**src/rtl/bespoke_pkg.sv**
```systemverilog
// Types and constants shared by the int8 datapath blocks (packer, adder tree, ...).
// elem_t is the signed element type every int8 consumer agrees on.
package bespoke_pkg;

    localparam int ELEM_W = 8;

    typedef logic signed [ELEM_W-1:0] elem_t;

    typedef enum logic {
        FILL  = 1'b0,
        STALL = 1'b1
    } packer_state_t;

endpackage

```
**src/rtl/vec_packer.sv**
```systemverilog
// Streaming scalar-to-vector packer: collects signed int8 elements into an
// Elements-wide, zero-padded lane vector for the downstream adder tree.
module vec_packer
    import bespoke_pkg::*;
#(
    parameter int Elements = 4,
    parameter int CountW   = $clog2(Elements) + 1
) (
    input  logic                             clk_in,
    input  logic                             rst_in,
    input  logic [ELEM_W-1:0]                in_data,
    input  logic                             in_valid,
    input  logic                             in_last,
    output logic                             in_ready,
    output logic [Elements-1:0][ELEM_W-1:0]  out_data,
    output logic [CountW-1:0]                out_count,
    output logic                             out_valid,
    input  logic                             out_ready
);

    localparam int              IdxW     = $clog2(Elements);
    localparam logic [IdxW-1:0] LAST_IDX = IdxW'(Elements - 1);

    packer_state_t           state_reg, state_next;
    logic [IdxW-1:0]         idx_reg, idx_next;
    elem_t [Elements-1:0]    fill_reg, fill_next;
    elem_t [Elements-1:0]    out_data_reg, out_data_next;
    logic [CountW-1:0]       out_count_reg, out_count_next;
    logic                    out_valid_reg, out_valid_next;

    logic out_free;
    logic accept;
    logic load;

    // Ready depends only on registered state (and reset), never on out_ready.
    assign in_ready  = (state_reg == FILL) && !rst_in;
    assign accept    = in_valid && in_ready;
    assign out_free  = !out_valid_reg || out_ready;

    assign out_data  = out_data_reg;
    assign out_count = out_count_reg;
    assign out_valid = out_valid_reg;

    always_comb begin
        state_next     = state_reg;
        idx_next       = idx_reg;
        fill_next      = fill_reg;
        out_data_next  = out_data_reg;
        out_count_next = out_count_reg;
        out_valid_next = out_valid_reg && !out_ready;
        load           = 1'b0;

        unique case (state_reg)
            FILL: begin
                if (accept) begin
                    fill_next[idx_reg] = elem_t'(in_data);
                    if (idx_reg == LAST_IDX || in_last) begin
                        // idx stays on the closing lane so the count survives a stall
                        if (out_free) begin
                            load = 1'b1;
                        end else begin
                            state_next = STALL;
                        end
                    end else begin
                        idx_next = idx_reg + 1'b1;
                    end
                end
            end
            STALL: begin
                if (out_free) begin
                    load       = 1'b1;
                    state_next = FILL;
                end
            end
            default: state_next = FILL;
        endcase

        // Clearing the buffer on every load is what zero-pads short vectors.
        if (load) begin
            out_data_next  = fill_next;
            out_count_next = CountW'(idx_reg) + CountW'(1);
            out_valid_next = 1'b1;
            fill_next      = '0;
            idx_next       = '0;
        end
    end

    always_ff @(posedge clk_in or posedge rst_in) begin
        if (rst_in) begin
            state_reg     <= FILL;
            idx_reg       <= '0;
            fill_reg      <= '0;
            out_data_reg  <= '0;
            out_count_reg <= '0;
            out_valid_reg <= 1'b0;
        end else begin
            state_reg     <= state_next;
            idx_reg       <= idx_next;
            fill_reg      <= fill_next;
            out_data_reg  <= out_data_next;
            out_count_reg <= out_count_next;
            out_valid_reg <= out_valid_next;
        end
    end

endmodule
```
**config.mk**
```make
export PLATFORM = sky130hd
export DESIGN_NAME = vec_packer
export DESIGN_NICKNAME = d
export VERILOG_FILES = /design/src/rtl/bespoke_pkg.sv /design/src/rtl/vec_packer.sv
export SDC_FILE = /design/constraint.sdc
export NUM_CORES = 1
export LEC_CHECK = 0
export CAP_MARGIN = 20
export CORE_ASPECT_RATIO = 1.5
export CORE_MARGIN = 2
export CORE_UTILIZATION = 40
export DETAILED_ROUTE_END_ITERATION = 7
export PLACE_DENSITY_LB_ADDON = 0.15
export SLEW_MARGIN = 15
export SYNTH_ARGS = -nofsm -noshare
export SYNTH_HDL_FRONTEND = slang
export SYNTH_SLANG_ARGS = --single-unit
```
**constraint.sdc**
```tcl
create_clock -name clk_in -period 2.2 [get_ports clk_in]
set_input_delay 0.44 -clock clk_in [delete_from_list [all_inputs] [get_ports clk_in]]
set_output_delay 0.44 -clock clk_in [all_outputs]
set_load 0.05 [all_outputs]
```
# == After elaboration in Yosys (flattened, before gate mapping) ==
# Index checks and enable logic that the tools add are counted.
# totals
input_bits,13
mem_bits_rw,0
out_inout_bits,37
memories,0
wordCells,50
reg_bits,71
latchBits,0
romBits,0
# op_classes
n_reduce_logical,11
eq_ne,3
add_sub_neg,2
n_mux,19
shifts,0
n_mul,0
magnitude_cmp,2
div,0
n_bitwise,1
# ops
cell,count
32-bit two-way mux,3
32-bit bitwise mux,1
8-bit demux with 2-bit select,1
2-bit two-way mux,4
8-bit two-way mux,1
1-bit two-way mux,7
1-bit logical AND,4
1-bit case mux with 2 select lines,2
2-bit by 1-bit adder with 3-bit output (second input constant),1
1-bit logical NOT,3
2-bit by 3-bit < comparator with 1-bit output (second input constant),1
3-bit AND reduction,1
2-bit by 1-bit adder with 2-bit output (second input constant),1
2-bit equality test (second input constant),1
2-bit by 1-bit >= comparator with 1-bit output (second input constant),1
1-bit logical OR,2
2-bit by 1-bit != test with 1-bit output (second input constant),1
2-bit != test (second input constant),1
2-bit nonzero test,1
1-bit NOT,1

# == Logic depth before layout (Yosys ltp) ==
# logic_depth
ltp_word,8
mapped_depth,7
mapped_depth_nobuf,5

# == Worst setup path before layout ==
# Ideal clock, no wire load.
# synth_timing
kind,input to register
from,input rst_in
to,"register out_count_reg[0], in the netlist out_count[0]"
stages,5
path_buffers,1
setup_ns,0.125
required_time_ns,2.075
path_slack_ns,-0.969
t_arrival_ns,3.044
path_cell_list,inv_1 > a31oi_2 > a21oi_2 > buf_6 > mux2_4
# synth_via
elab_chain_cells,5
# synth_rtl
element,line_no,source
start: declaration,vec_packer.sv:10,"input logic rst_in,"
1-bit logical NOT (no source line),n/a,
1-bit logical AND,vec_packer.sv:36,assign in_ready = (state_reg == FILL) && !rst_in;
1-bit logical AND,vec_packer.sv:37,assign accept = in_valid && in_ready;
1-bit two-way mux,vec_packer.sv:55,if (accept) begin
1-bit case mux with 2 select lines,vec_packer.sv:53,unique case (state_reg)
end signal: assignment,vec_packer.sv:101,out_count_reg <= out_count_next;
end: declaration,vec_packer.sv:28,"logic [CountW-1:0] out_count_reg, out_count_next;"
# No other way between the ends.
# A chain may end at the register's enable or synchronous reset.

# == Worst setup path after layout ==
# layout_timing
from,"register out_valid_reg, in the netlist out_valid"
to,output out_valid
# layout_rtl
element,line_no,source
start: declaration,vec_packer.sv:29,"logic out_valid_reg, out_valid_next;"
start signal: assignment,vec_packer.sv:102,out_valid_reg <= out_valid_next;
end: declaration,vec_packer.sv:17,"output logic out_valid,"
# No word-level cell between the ends.

==> reports/qor.txt <==
syn_area_per_cell = 12.91 um^2
Hold WS = 0.5128 ns
DRT Pass-1 Iters = 3
Synth top cells by count = dfrtp_1 (71), mux2i_1 (51), inv_1 (29), nor2_1 (29), mux2_4 (9)
P_leak = 1.846 nW
Post-Route Skew = 0.007847 ns
fin crit period = 2.003 ns
area of the multi-input gates = 0.001035 mm^2
Synth top area share = 59.56%
cts hold-fix bufs = 0
die height = 109.8 um
Internal Power = 3.377 mW
cell area power density = 1373 mW/mm^2
Total GRT Usage = 16.16%
R2R Setup Slk = 0.33 ns
Post-DP HPWL = 3990 um
Final setup viols = 0
vias = 1,823
initial DRC count = 115
switching share of total power = 38.08%
Max Slew Vio Count = 0
largest vdd supply drop = 0.6274 mV
DRC viols = 0
routed wire length = 5717 um
Final Hold Vio Count = 0
row cnt = 38
Synth area leader = dfrtp_1
Top Family by Delay on Critical Path = buffers and inverters
Synth async-reset ratio = 100.0%
nets@finish = 314
hold_sp = out_count[2]
Starting Density = 41.27%
pin count of the biggest net entering global routing = 72
Worst EP required = 1.76 ns
Syn Nets = 248
drt wl/cell = 14.22 um
Mapped Area = 0.002983 mm^2
total grt overflow = 0
Antenna Cells = 0
Vias per Instance = 4.535
max-capacitance violation count = 0
RSZ-0062 raised after global routing = false
global-route wire length before repair = 9639 um
core area = 0.007227 mm^2
worst slew pin tran = 0.9043 ns
Placed Instance Area = 0.003727 mm^2
Fillers = 633
CTS Buffer Depth = 2
part of the Yosys area used for sequential elements = 59.56%
Post-synth EDFFs = 0
Root Buffer = clkbuf_8
area delta synth->final = 33.18%
NetSw = 2.077 mW
# port buffers = 49
cells on worst reg2reg path = 7
die area = 0.008178 mm^2
CP arrival = 1.56 ns
worst skew pair latency = 0.34 ns
R2R Path End = out_data[19]
part of the power in combinational logic = 41.3%
WP depth = 1
Crit path largest cell delay = 0.83 ns
Startpoint Class = flop
hold path endpoint = out_count[2]
Worst-path clk slew = 0.07 ns
Post-CTS Resized = 0
total power = 5.454 mW
CTS tree = built
register bit count reported by yosys = 71
most frequent cell after synthesis = dfrtp_1
Flop pwr share = 35.9%
dominant cells by area after synthesis = dfrtp_1 (60%), mux2i_1 (17%), mux2_4 (4.5%)
buffer and inverter count on the worst path = 1
Num CTS Buffers = 9
fmax = 499.2 MHz
htree depth = 3
final instance area = 0.003973 mm^2
antenna-violating nets left = 0
FF+latch area = 0.001777 mm^2
CP Cell Sequence = clkdlybuf4s50_1
Hold WC Path Type = flop to flop
FF-to-FF Start = idx_reg[0]
WHS Path Cells = 1
WS Path Type = flop to output port
CP max stage cell = clkdlybuf4s50_1
Clock power frac = 22.8%
main flop type after synthesis = dfrtp_1
Syn Inst Count = 231
Max FO, Critical Path = 3
Rel. slew slack = 39.71%
# Post-CTS Setup Buffers = 0
vias in the first global route = 1,891
IO Pins = 50
post-synthesis cell type count = 20
Die Span X = 74.51 um
number of antenna violations at the first check in global routing = 0
Tcrit/Tclk final = 91.05%
GPL Wtd Cong = 0.7549
share of layout cells above drive strength 1 = 15.89%
yosys warns = 0
status = finished, final reports clean
crit path capture type = output port
CTS sink count = 71
worst max path at each step:
stage / from / endpoint / slack, ns
2_1_floorplan: rst_in / out_count[0] / -0.32
3_3_place_gp: rst_in / out_data[18] / 0.09
3_5_place_dp: rst_in / out_data[16] / 0.05
4_1_cts: out_valid / out_valid / 0.17
5_1_grt: out_valid / out_valid / 0.14
6_report: out_valid / out_valid / 0.20
layout by cell type (no fill, tap or decap), drive strengths merged:
cell type      count
dfrtp             71
mux2i             51
clkdlybuf4s50     48
nor2              30
inv               28
buf               18
mux2              17
clkbuf            10
nor2b              7
and3               4
ha                 4
bufinv             3
clkinvlp           2
nand2              2
clkinv             2
or2                1
a31oi              1
a21oi              1
nand3              1
xnor2              1
layout make-up:
cell class / count / area share [%]
multi-input cells: 120 / 26.05
clock buffers: 10 / 3.465
repair buffers: 66 / 17.07
inverters: 29 / 2.835
clock inverters: 6 / 2.709
well taps: 100 / 3.150
flip-flops and latches: 71 / 44.72
through the flow:
stage	setup TNS (ns)	cells	worst slack, ns	util, %
floorplan	-14.14	231	-0.3246	-
global placement	0	386	0.09356	51.58
detailed placement	0	386	0.05383	51.58
CTS	0	402	0.1662	54.97
global route	0	402	0.1436	54.97
finish	0	402	0.1969	54.97
cells by family (layout without fill, tap and decap cells):
family / count (synthesis) / after routing / share of synthesized area [%]
AO/OA/AOI/OAI: 2 / 2 / 0.7131
adder cells (fa/ha/maj): 4 / 4 / 1.678
XOR/XNOR: 1 / 1 / 0.2937
AND/OR/NAND/NOR: 45 / 45 / 6.795
buffers and inverters: 40 / 111 / 6.292
flip-flops: 71 / 71 / 59.56
multiplexers: 68 / 68 / 24.66
worst register-to-register path, delay by kind of cell, from the launching register on:
family | cells | cell delay [ns]
DFF | 1 | 0.40
buffers and inverters | 2 | 0.37
AOI/OAI and AO/OA | 2 | 0.34
and+or+nand+nor | 1 | 0.27
adders and majority gates | 1 | 0.25
muxes | 1 | 0.13
power groups by stage:
stage          registers [mW]  clock network [mW]  logic (mW)
2_1_floorplan            2.80                   0       0.701
3_3_place_gp             1.98                   0        2.25
3_5_place_dp             1.99                   0        2.27
4_1_cts                  1.97                1.29        2.28
5_1_grt                  2.02                1.36        2.42
6_report                 1.96                1.25        2.25
metal layers:
layer | part of all wire [%] | GRT usage (%)
met5 | 0 | 0
met4 | 1.3 | 5.740
met3 | 3.4 | 4.675
met2 | 52 | 25.60
met1 | 43 | 20.98
No activity file was read; power rests on OpenSTA's default activity.
